===== src/rtl/motor_step_scheduler_if.sv =====
// Move-request / step-pulse bundle between motion control and motor_step_scheduler.
// Position outputs exist only when STEP_POSITION_EN is defined.
interface motor_step_scheduler_if #(parameter int CNT_W = 16);
    logic       enable;
    logic [1:0] req_theta_pos, req_theta_neg, req_phi_pos, req_phi_neg;
    logic       step_theta, dir_theta, step_phi, dir_phi, busy, fault;
`ifdef STEP_POSITION_EN
    logic signed [CNT_W-1:0] pos_theta, pos_phi;

    modport master (
        output enable, req_theta_pos, req_theta_neg, req_phi_pos, req_phi_neg,
        input  step_theta, dir_theta, step_phi, dir_phi, busy, fault, pos_theta, pos_phi
    );
    modport slave (
        input  enable, req_theta_pos, req_theta_neg, req_phi_pos, req_phi_neg,
        output step_theta, dir_theta, step_phi, dir_phi, busy, fault, pos_theta, pos_phi
    );
`else
    modport master (
        output enable, req_theta_pos, req_theta_neg, req_phi_pos, req_phi_neg,
        input  step_theta, dir_theta, step_phi, dir_phi, busy, fault
    );
    modport slave (
        input  enable, req_theta_pos, req_theta_neg, req_phi_pos, req_phi_neg,
        output step_theta, dir_theta, step_phi, dir_phi, busy, fault
    );
`endif
endinterface


===== src/rtl/motor_step_scheduler.sv =====
// Round-robin theta/phi step-pulse scheduler with reversal dead time and illegal-request fault.
// Define STEP_POSITION_EN to add signed per-axis step position counters.
module motor_step_scheduler #(
    parameter int STEP_HI_CYC = 50,
    parameter int STEP_LO_CYC = 50,
    parameter int DEAD_CYC    = 100,
    parameter int BURST       = 4,
    parameter int CNT_W       = 16
) (
    input  logic                   clk,
    input  logic                   rst,
    motor_step_scheduler_if.slave  bus
);
    localparam int AX = 2;  // axis index: 0 = theta, 1 = phi
    localparam logic [CNT_W-1:0] HI_LD   = CNT_W'(STEP_HI_CYC - 1);
    localparam logic [CNT_W-1:0] LO_LD   = CNT_W'(STEP_LO_CYC - 1);
    localparam logic [CNT_W-1:0] DEAD_LD = CNT_W'(DEAD_CYC - 1);
    localparam logic [CNT_W-1:0] BURST_C = CNT_W'(BURST);

    typedef enum logic [1:0] {IDLE, SETTLE, STEP_HI, STEP_LO} state_t;

    state_t                 state;
    logic [CNT_W-1:0]       timer, burst;
    logic                   last_axis, axis;
    logic [AX-1:0]          step_q, dir_q;
    logic                   fault_q;

    logic [AX-1:0][1:0]     req_pos, req_neg;
    logic [AX-1:0]          valid, illegal, want_dir;
    logic                   grant_go, grant_axis, cont, fire;

    assign req_pos = {bus.req_phi_pos, bus.req_theta_pos};
    assign req_neg = {bus.req_phi_neg, bus.req_theta_neg};

    // Only a single 2'b01 on one side is a move; anything else is idle, and codes with bit 1 set are illegal.
    for (genvar a = 0; a < AX; a++) begin : g_dec
        logic p, n;
        assign p           = (req_pos[a] == 2'b01);
        assign n           = (req_neg[a] == 2'b01);
        assign illegal[a]  = req_pos[a][1] | req_neg[a][1] | (p & n);
        assign valid[a]    = (p ^ n) & ~illegal[a];
        assign want_dir[a] = p;
    end

    always_comb begin
        grant_axis = last_axis;
        if (valid[0] && valid[1]) grant_axis = ~last_axis;
        else if (valid[0])        grant_axis = 1'b0;
        else if (valid[1])        grant_axis = 1'b1;
    end

    assign grant_go = bus.enable && (valid != '0);
    assign cont     = bus.enable && (burst < BURST_C) && valid[axis] && (want_dir[axis] == dir_q[axis]);

    // fire marks the edge on which a step pulse rises.
    always_comb begin
        fire = 1'b0;
        case (state)
            IDLE:    fire = grant_go && (dir_q[grant_axis] == want_dir[grant_axis]);
            SETTLE:  fire = (timer == '0);
            STEP_LO: fire = (timer == '0) && cont;
            default: fire = 1'b0;
        endcase
    end

    always_ff @(posedge clk) begin
        if (!rst) begin
            state     <= IDLE;
            timer     <= '0;
            burst     <= '0;
            last_axis <= 1'b1;
            axis      <= 1'b0;
            step_q    <= '0;
            dir_q     <= '0;
            fault_q   <= 1'b0;
        end else begin
            fault_q <= (state == IDLE) && (illegal != '0);
            case (state)
                IDLE: if (grant_go) begin
                    axis      <= grant_axis;
                    last_axis <= grant_axis;
                    burst     <= '0;
                    if (fire) begin
                        state              <= STEP_HI;
                        timer              <= HI_LD;
                        step_q[grant_axis] <= 1'b1;
                    end else begin
                        dir_q[grant_axis]  <= want_dir[grant_axis];
                        state              <= SETTLE;
                        timer              <= DEAD_LD;
                    end
                end
                SETTLE: if (fire) begin
                    state        <= STEP_HI;
                    timer        <= HI_LD;
                    step_q[axis] <= 1'b1;
                end else begin
                    timer <= timer - 1'b1;
                end
                STEP_HI: if (timer == '0) begin
                    state  <= STEP_LO;
                    timer  <= LO_LD;
                    step_q <= '0;
                    burst  <= burst + 1'b1;
                end else begin
                    timer <= timer - 1'b1;
                end
                STEP_LO: if (timer == '0) begin
                    if (fire) begin
                        state        <= STEP_HI;
                        timer        <= HI_LD;
                        step_q[axis] <= 1'b1;
                    end else begin
                        state <= IDLE;
                    end
                end else begin
                    timer <= timer - 1'b1;
                end
            endcase
        end
    end

    assign bus.step_theta = step_q[0];
    assign bus.step_phi   = step_q[1];
    assign bus.dir_theta  = dir_q[0];
    assign bus.dir_phi    = dir_q[1];
    assign bus.busy       = (state != IDLE);
    assign bus.fault      = fault_q;

`ifdef STEP_POSITION_EN
    logic                    fire_axis;
    logic signed [CNT_W-1:0] pos_q [AX];

    assign fire_axis = (state == IDLE) ? grant_axis : axis;

    // Direction is already settled whenever a pulse fires, so dir_q is the pulse direction.
    always_ff @(posedge clk) begin
        if (!rst) begin
            pos_q[0] <= '0;
            pos_q[1] <= '0;
        end else if (fire) begin
            if (dir_q[fire_axis]) pos_q[fire_axis] <= pos_q[fire_axis] + CNT_W'(1);
            else                  pos_q[fire_axis] <= pos_q[fire_axis] - CNT_W'(1);
        end
    end

    assign bus.pos_theta = pos_q[0];
    assign bus.pos_phi   = pos_q[1];
`endif
endmodule


===== src/flat_wrapper.sv =====
// flat-port wrapper written by rule: the top's interface ports become plain ports
module motor_step_scheduler_flat 
#(
    parameter int STEP_HI_CYC = 50,
    parameter int STEP_LO_CYC = 50,
    parameter int DEAD_CYC    = 100,
    parameter int BURST       = 4,
    parameter int CNT_W       = 16
)
  (clk, rst, bus_enable, bus_req_theta_pos, bus_req_theta_neg, bus_req_phi_pos, bus_req_phi_neg, bus_step_theta, bus_dir_theta, bus_step_phi, bus_dir_phi, bus_busy, bus_fault);
  motor_step_scheduler_if #(.CNT_W(CNT_W)) bus_i ();
  input  logic clk;
  input  logic rst;
  input wire logic [$bits(bus_i.enable)-1:0] bus_enable;
  input wire logic [$bits(bus_i.req_theta_pos)-1:0] bus_req_theta_pos;
  input wire logic [$bits(bus_i.req_theta_neg)-1:0] bus_req_theta_neg;
  input wire logic [$bits(bus_i.req_phi_pos)-1:0] bus_req_phi_pos;
  input wire logic [$bits(bus_i.req_phi_neg)-1:0] bus_req_phi_neg;
  output wire logic [$bits(bus_i.step_theta)-1:0] bus_step_theta;
  output wire logic [$bits(bus_i.dir_theta)-1:0] bus_dir_theta;
  output wire logic [$bits(bus_i.step_phi)-1:0] bus_step_phi;
  output wire logic [$bits(bus_i.dir_phi)-1:0] bus_dir_phi;
  output wire logic [$bits(bus_i.busy)-1:0] bus_busy;
  output wire logic [$bits(bus_i.fault)-1:0] bus_fault;
  assign bus_i.enable = bus_enable;
  assign bus_i.req_theta_pos = bus_req_theta_pos;
  assign bus_i.req_theta_neg = bus_req_theta_neg;
  assign bus_i.req_phi_pos = bus_req_phi_pos;
  assign bus_i.req_phi_neg = bus_req_phi_neg;
  assign bus_step_theta = bus_i.step_theta;
  assign bus_dir_theta = bus_i.dir_theta;
  assign bus_step_phi = bus_i.step_phi;
  assign bus_dir_phi = bus_i.dir_phi;
  assign bus_busy = bus_i.busy;
  assign bus_fault = bus_i.fault;
  motor_step_scheduler #(.STEP_HI_CYC(STEP_HI_CYC), .STEP_LO_CYC(STEP_LO_CYC), .DEAD_CYC(DEAD_CYC), .BURST(BURST), .CNT_W(CNT_W)) u_core (.clk(clk), .rst(rst), .bus(bus_i));
endmodule

===== config.mk =====
export PLATFORM = sky130hd
export DESIGN_NAME = motor_step_scheduler_flat
export DESIGN_NICKNAME = d
export VERILOG_FILES = /design/src/rtl/motor_step_scheduler_if.sv /design/src/rtl/motor_step_scheduler.sv /design/src/flat_wrapper.sv
export SDC_FILE = /design/constraint.sdc
export NUM_CORES = 1
export LEC_CHECK = 0
export BUFFER_PORTS_ARGS = -buffer_cell sky130_fd_sc_hd__clkbuf_2
export CORE_MARGIN = 4
export CORE_UTILIZATION = 54
export CTS_CLUSTER_SIZE = 25
export DETAILED_ROUTE_END_ITERATION = 6
export GPL_TIMING_DRIVEN = 0
export PLACE_DENSITY = 0.75
export SLEW_MARGIN = 20
export SYNTH_ARGS = -nofsm -noshare
export SYNTH_HDL_FRONTEND = slang
export SYNTH_SLANG_ARGS = --single-unit

===== constraint.sdc =====
create_clock -name clk -period 2.8 [get_ports clk]
set_input_delay 0.56 -clock clk [delete_from_list [all_inputs] [get_ports clk]]
set_output_delay 0.56 -clock clk [all_outputs]
set_load 0.1 [all_outputs]

==> flow_summary.html <==
<table>
<tr><th>Metric</th><th>Value</th></tr>
<tr><th colspan="2">Status</th></tr>
<tr><td>Outcome</td><td>finished, final reports clean</td></tr>
<tr><th colspan="2">Yosys</th></tr>
<tr><td>Ranking of synthesized cells by area</td><td>sky130_fd_sc_hd__dfxtp_1, sky130_fd_sc_hd__a21oi_1, sky130_fd_sc_hd__a211oi_1</td></tr>
<tr><td>Post-synth ARST share</td><td>0%</td></tr>
<tr><td>Register bit count reported by yosys</td><td>41</td></tr>
<tr><td>Area share of the largest cell type after synthesis</td><td>33.4%</td></tr>
<tr><td>Sequential fraction of the synthesis area</td><td>33.4%</td></tr>
<tr><td>Cells after synthesis</td><td>292</td></tr>
<tr><td>Number of synthesized flops with an enable pin</td><td>0</td></tr>
<tr><td>Area of the mapped netlist</td><td>2450 sq um</td></tr>
<tr><td>Leading cell type by number of instances after synthesis</td><td>sky130_fd_sc_hd__dfxtp_1</td></tr>
<tr><td>Nets in the synthesized netlist</td><td>307</td></tr>
<tr><td>Cell variety after synth</td><td>62</td></tr>
<tr><td>Synthesized area per cell</td><td>8.41 sq um</td></tr>
<tr><td>Leading area contributor after synthesis</td><td>sky130_fd_sc_hd__dfxtp_1</td></tr>
<tr><td>Predominant post-synthesis flop cell</td><td>sky130_fd_sc_hd__dfxtp_1</td></tr>
<tr><td>Synth warnings</td><td>0</td></tr>
<tr><td>Top cells by instance count after synthesis</td><td>sky130_fd_sc_hd__dfxtp_1, sky130_fd_sc_hd__a21oi_1, sky130_fd_sc_hd__clkbuf_1, sky130_fd_sc_hd__nor2_1, sky130_fd_sc_hd__nand2_1</td></tr>
<tr><th colspan="2">Timing</th></tr>
<tr><td>Clock period minus final worst setup slack</td><td>2760 ps</td></tr>
<tr><td>Final TNS setup</td><td>0 ps</td></tr>
<tr><td>Final count of negative-setup-slack endpoints</td><td>0</td></tr>
<tr><td>Fin Hold WS</td><td>490 ps</td></tr>
<tr><td>Achievable clock frequency</td><td>0.362 GHz</td></tr>
<tr><td>Max-slew headroom at the worst pin</td><td>57.1%</td></tr>
<tr><td>Setup Skew</td><td>5.99 ps</td></tr>
<tr><td>Min setup slack post-route</td><td>37.8 ps</td></tr>
<tr><td>Final number of hold-violating endpoints</td><td>0</td></tr>
<tr><td>Actual slew at the worst max-slew pin</td><td>643 ps</td></tr>
<tr><td>Final critical-path share of the clock period</td><td>98.7%</td></tr>
<tr><td>Pins over their slew limit</td><td>0</td></tr>
<tr><th colspan="2">Detailed routing</th></tr>
<tr><td>Router iterations before antenna repair</td><td>5</td></tr>
<tr><td>Count of unresolved DRC violations after routing</td><td>0</td></tr>
<tr><td>Number of design-rule violations left by the first detailed-router iteration</td><td>186</td></tr>
<tr><td>Final routed wirelength across all metal layers</td><td>6290 microns</td></tr>
<tr><td>Total vias in the final route</td><td>2,399</td></tr>
<tr><td>Routed Antenna Nets</td><td>0</td></tr>
<tr><td>Per-cell via count in the routed design</td><td>6.48</td></tr>
<tr><td>Post-DR wirelength/cell</td><td>17.0 microns</td></tr>
<tr><th colspan="2">Floorplan</th></tr>
<tr><td>Die footprint</td><td>5690 sq um</td></tr>
<tr><td>Initial core utilization</td><td>56.0%</td></tr>
<tr><td>Floorplan die height</td><td>75.4 microns</td></tr>
<tr><td>Die boundary width</td><td>75.4 microns</td></tr>
<tr><td>Top-level I/O count</td><td>17</td></tr>
<tr><td>Core Area</td><td>4380 sq um</td></tr>
<tr><td>Number of rows created at floorplan</td><td>24</td></tr>
<tr><th colspan="2">Layout</th></tr>
<tr><td>Utilization of the core after routing</td><td>63.8%</td></tr>
<tr><td>NumNets Final</td><td>332</td></tr>
<tr><td>Total inserted antenna cells</td><td>0</td></tr>
<tr><td>Synthesis-to-finish area growth</td><td>14.0%</td></tr>
<tr><td>Final design instance area without fill</td><td>2800 sq um</td></tr>
<tr><td>Fraction of layout cells with a size suffix above 1</td><td>16.4%</td></tr>
<tr><th colspan="2">Place</th></tr>
<tr><td>Pre-CTS setup slack</td><td>-395 ps</td></tr>
<tr><td>Quantity of I/O buffers inserted on ports</td><td>15</td></tr>
<tr><td>Weighted congestion reported at the end of routability-driven placement</td><td>0.859</td></tr>
<tr><td>Placed Instance Area</td><td>2590 sq um</td></tr>
<tr><td>Detailed placer's ending HPWL</td><td>4430 microns</td></tr>
<tr><th colspan="2">Pwr</th></tr>
<tr><td>P per Cell Area</td><td>1130 nW/um^2</td></tr>
<tr><td>Worst vdd ir</td><td>1080 uV</td></tr>
<tr><td>Cell leakage power</td><td>0.000961 uW</td></tr>
<tr><th colspan="2">Clock network</th></tr>
<tr><td>H-Tree Level Count</td><td>2</td></tr>
<tr><td>Clock tree from TritonCTS</td><td>yes</td></tr>
<tr><td>Clock latency of the later-clocked register in the worst-skew pair</td><td>300 ps</td></tr>
<tr><td>Cts-stage hold buffer count</td><td>0</td></tr>
<tr><td>Number of buffers created by CTS</td><td>5</td></tr>
<tr><td>Maximum count of clock buffers along a single path</td><td>2</td></tr>
<tr><td>Clock transition at path regs</td><td>80 ps</td></tr>
<tr><td>Clock Sinks</td><td>41</td></tr>
<tr><td>Clk Tree Root Cell</td><td>sky130_fd_sc_hd__clkbuf_8</td></tr>
<tr><th colspan="2">Worst setup path</th></tr>
<tr><td>Largest stage delay, worst path</td><td>450 ps</td></tr>
<tr><td>Endpoint class of the critical path</td><td>flop</td></tr>
<tr><td>Data arrival at the endpoint of the critical path</td><td>2920 ps</td></tr>
<tr><td>Cell class contributing the biggest share of worst-path delay</td><td>simple AND/OR/NAND/NOR gates</td></tr>
<tr><td>Type of element launching the critical path</td><td>input port</td></tr>
<tr><td>Maximum fanout along the worst path</td><td>10</td></tr>
<tr><td>Number of buffer and inverter instances along the worst setup path</td><td>3</td></tr>
<tr><td>Required time of the critical path</td><td>2950 ps</td></tr>
<tr><td>Slowest cell on the critical path</td><td>sky130_fd_sc_hd__or4b_1</td></tr>
<tr><td>Cell breakdown of the critical path</td><td>clkbuf_2, nor2b_2, ha_1, or4b_1, or3_4, a21o_1, clkbuf_4, a311oi_4, buf_4, a211oi_1</td></tr>
<tr><td>Critical path class</td><td>in2reg</td></tr>
<tr><th colspan="2">Global route</th></tr>
<tr><td>Pin count of the biggest net entering global routing</td><td>14</td></tr>
<tr><td>Remaining global-route overflow</td><td>0</td></tr>
<tr><td>Wire length of the first global-routing pass</td><td>10,500 microns</td></tr>
<tr><td>Antenna violations before repair</td><td>0</td></tr>
<tr><td>Vias in the first global route</td><td>2,227</td></tr>
<tr><td>GRT Util Overall</td><td>23.8%</td></tr>
<tr><th colspan="2">Job</th></tr>
<tr><td>Number of max-cap violations</td><td>0</td></tr>
<tr><th colspan="2">Hold path</th></tr>
<tr><td>Type of the worst min-delay path</td><td>reg2reg</td></tr>
</table>
report_power, final:
part           switching, uW  leakage [uW]  total [uW]  internal [uW]
Sequential               131      0.000332         836            704
Clock                    218     0.0000574         508            290
Combinational           1200      0.000572        1830            634
placed cells by master, fill, tap and decap left out, types with 3 or more instances in the layout:
cell,n
sky130_fd_sc_hd__nor2b_1,3
sky130_fd_sc_hd__nor3_1,12
sky130_fd_sc_hd__nand2_1,16
sky130_fd_sc_hd__o41ai_1,3
sky130_fd_sc_hd__and3_1,4
sky130_fd_sc_hd__nand4_1,4
sky130_fd_sc_hd__a211oi_1,11
sky130_fd_sc_hd__o31ai_1,9
sky130_fd_sc_hd__a21oi_1,21
sky130_fd_sc_hd__ha_1,4
sky130_fd_sc_hd__dfxtp_1,41
sky130_fd_sc_hd__nor2_1,18
sky130_fd_sc_hd__nor4_1,7
sky130_fd_sc_hd__o211a_1,3
sky130_fd_sc_hd__a211o_1,4
sky130_fd_sc_hd__clkbuf_2,16
sky130_fd_sc_hd__xnor2_1,7
sky130_fd_sc_hd__o21ai_0,10
sky130_fd_sc_hd__clkbuf_8,6
sky130_fd_sc_hd__inv_1,7
sky130_fd_sc_hd__or3_1,5
sky130_fd_sc_hd__or4_1,11
sky130_fd_sc_hd__nand3_1,14
sky130_fd_sc_hd__clkbuf_1,16
sky130_fd_sc_hd__buf_4,4
layout make-up:
class / count / area [sq um]
clock buffers: 6 / 82.6
repair buffers: 19 / 105
inverters: 8 / 30.0
multi-input cells: 223 / 1570
fillers: 364 / 1590
flip-flops and latches: 41 / 821
well taps: 52 / 65.1
plain buffers: 19 / 83.8
clock inverters: 2 / 37.5
final timing paths:
check	from	end	slack [ps]	depth (start not counted)
max	bus_req_theta_pos[0]	u_core.timer[2]	40	10
min	u_core.timer[1]	u_core.timer[1]	490	2
max reg2reg	u_core.timer[0]	u_core.timer[15]	170	9
min reg2reg	u_core.timer[1]	u_core.timer[1]	490	2
kinds of logic after synthesis:
group,synth area share (%)
flip-flops,33.4
buffers and inverters,4.64
AO/OA/AOI/OAI,26.4
AND/OR/NAND/NOR,28.4
XOR/XNOR,2.85
adder cells (fa/ha/maj),2.04
multiplexers,2.19
sequential cells by signal, indices dropped and copies added (netlist names):
signal / count
u_core.axis: 1
u_core.burst: 16
u_core.bus.fault: 1
u_core.dir_q: 2
u_core.last_axis: 1
u_core.state: 2
u_core.step_q: 2
u_core.timer: 16
through the flow:
stage,cells,power (uW)
CTS,367,3040
global placement,359,2470
floorplan,292,2130
detailed placement,359,2510
global route,370,3390
finish,370,3180
what timing repair did:
action,4_1_cts,5_1_grt
gates resized for setup,4,10
setup buffers,0,4
pin swaps,1,1
endpoints found under the setup margin,24,31
per-layer routing:
layer	track usage [%]	wire [microns]	vias up
met5	0	0	-
met4	8.93	143	0
met3	4.88	365	19
met2	37.3	2940	79
met1	32.3	2850	1112
li1	-	-	1189
worst min-delay path, stage by stage, from the launching register on:
cell and delay, ps:
sky130_fd_sc_hd__dfxtp_1 330, sky130_fd_sc_hd__nand2_1 60, sky130_fd_sc_hd__mux2i_1 50
Power figures use the tool's default switching activity.
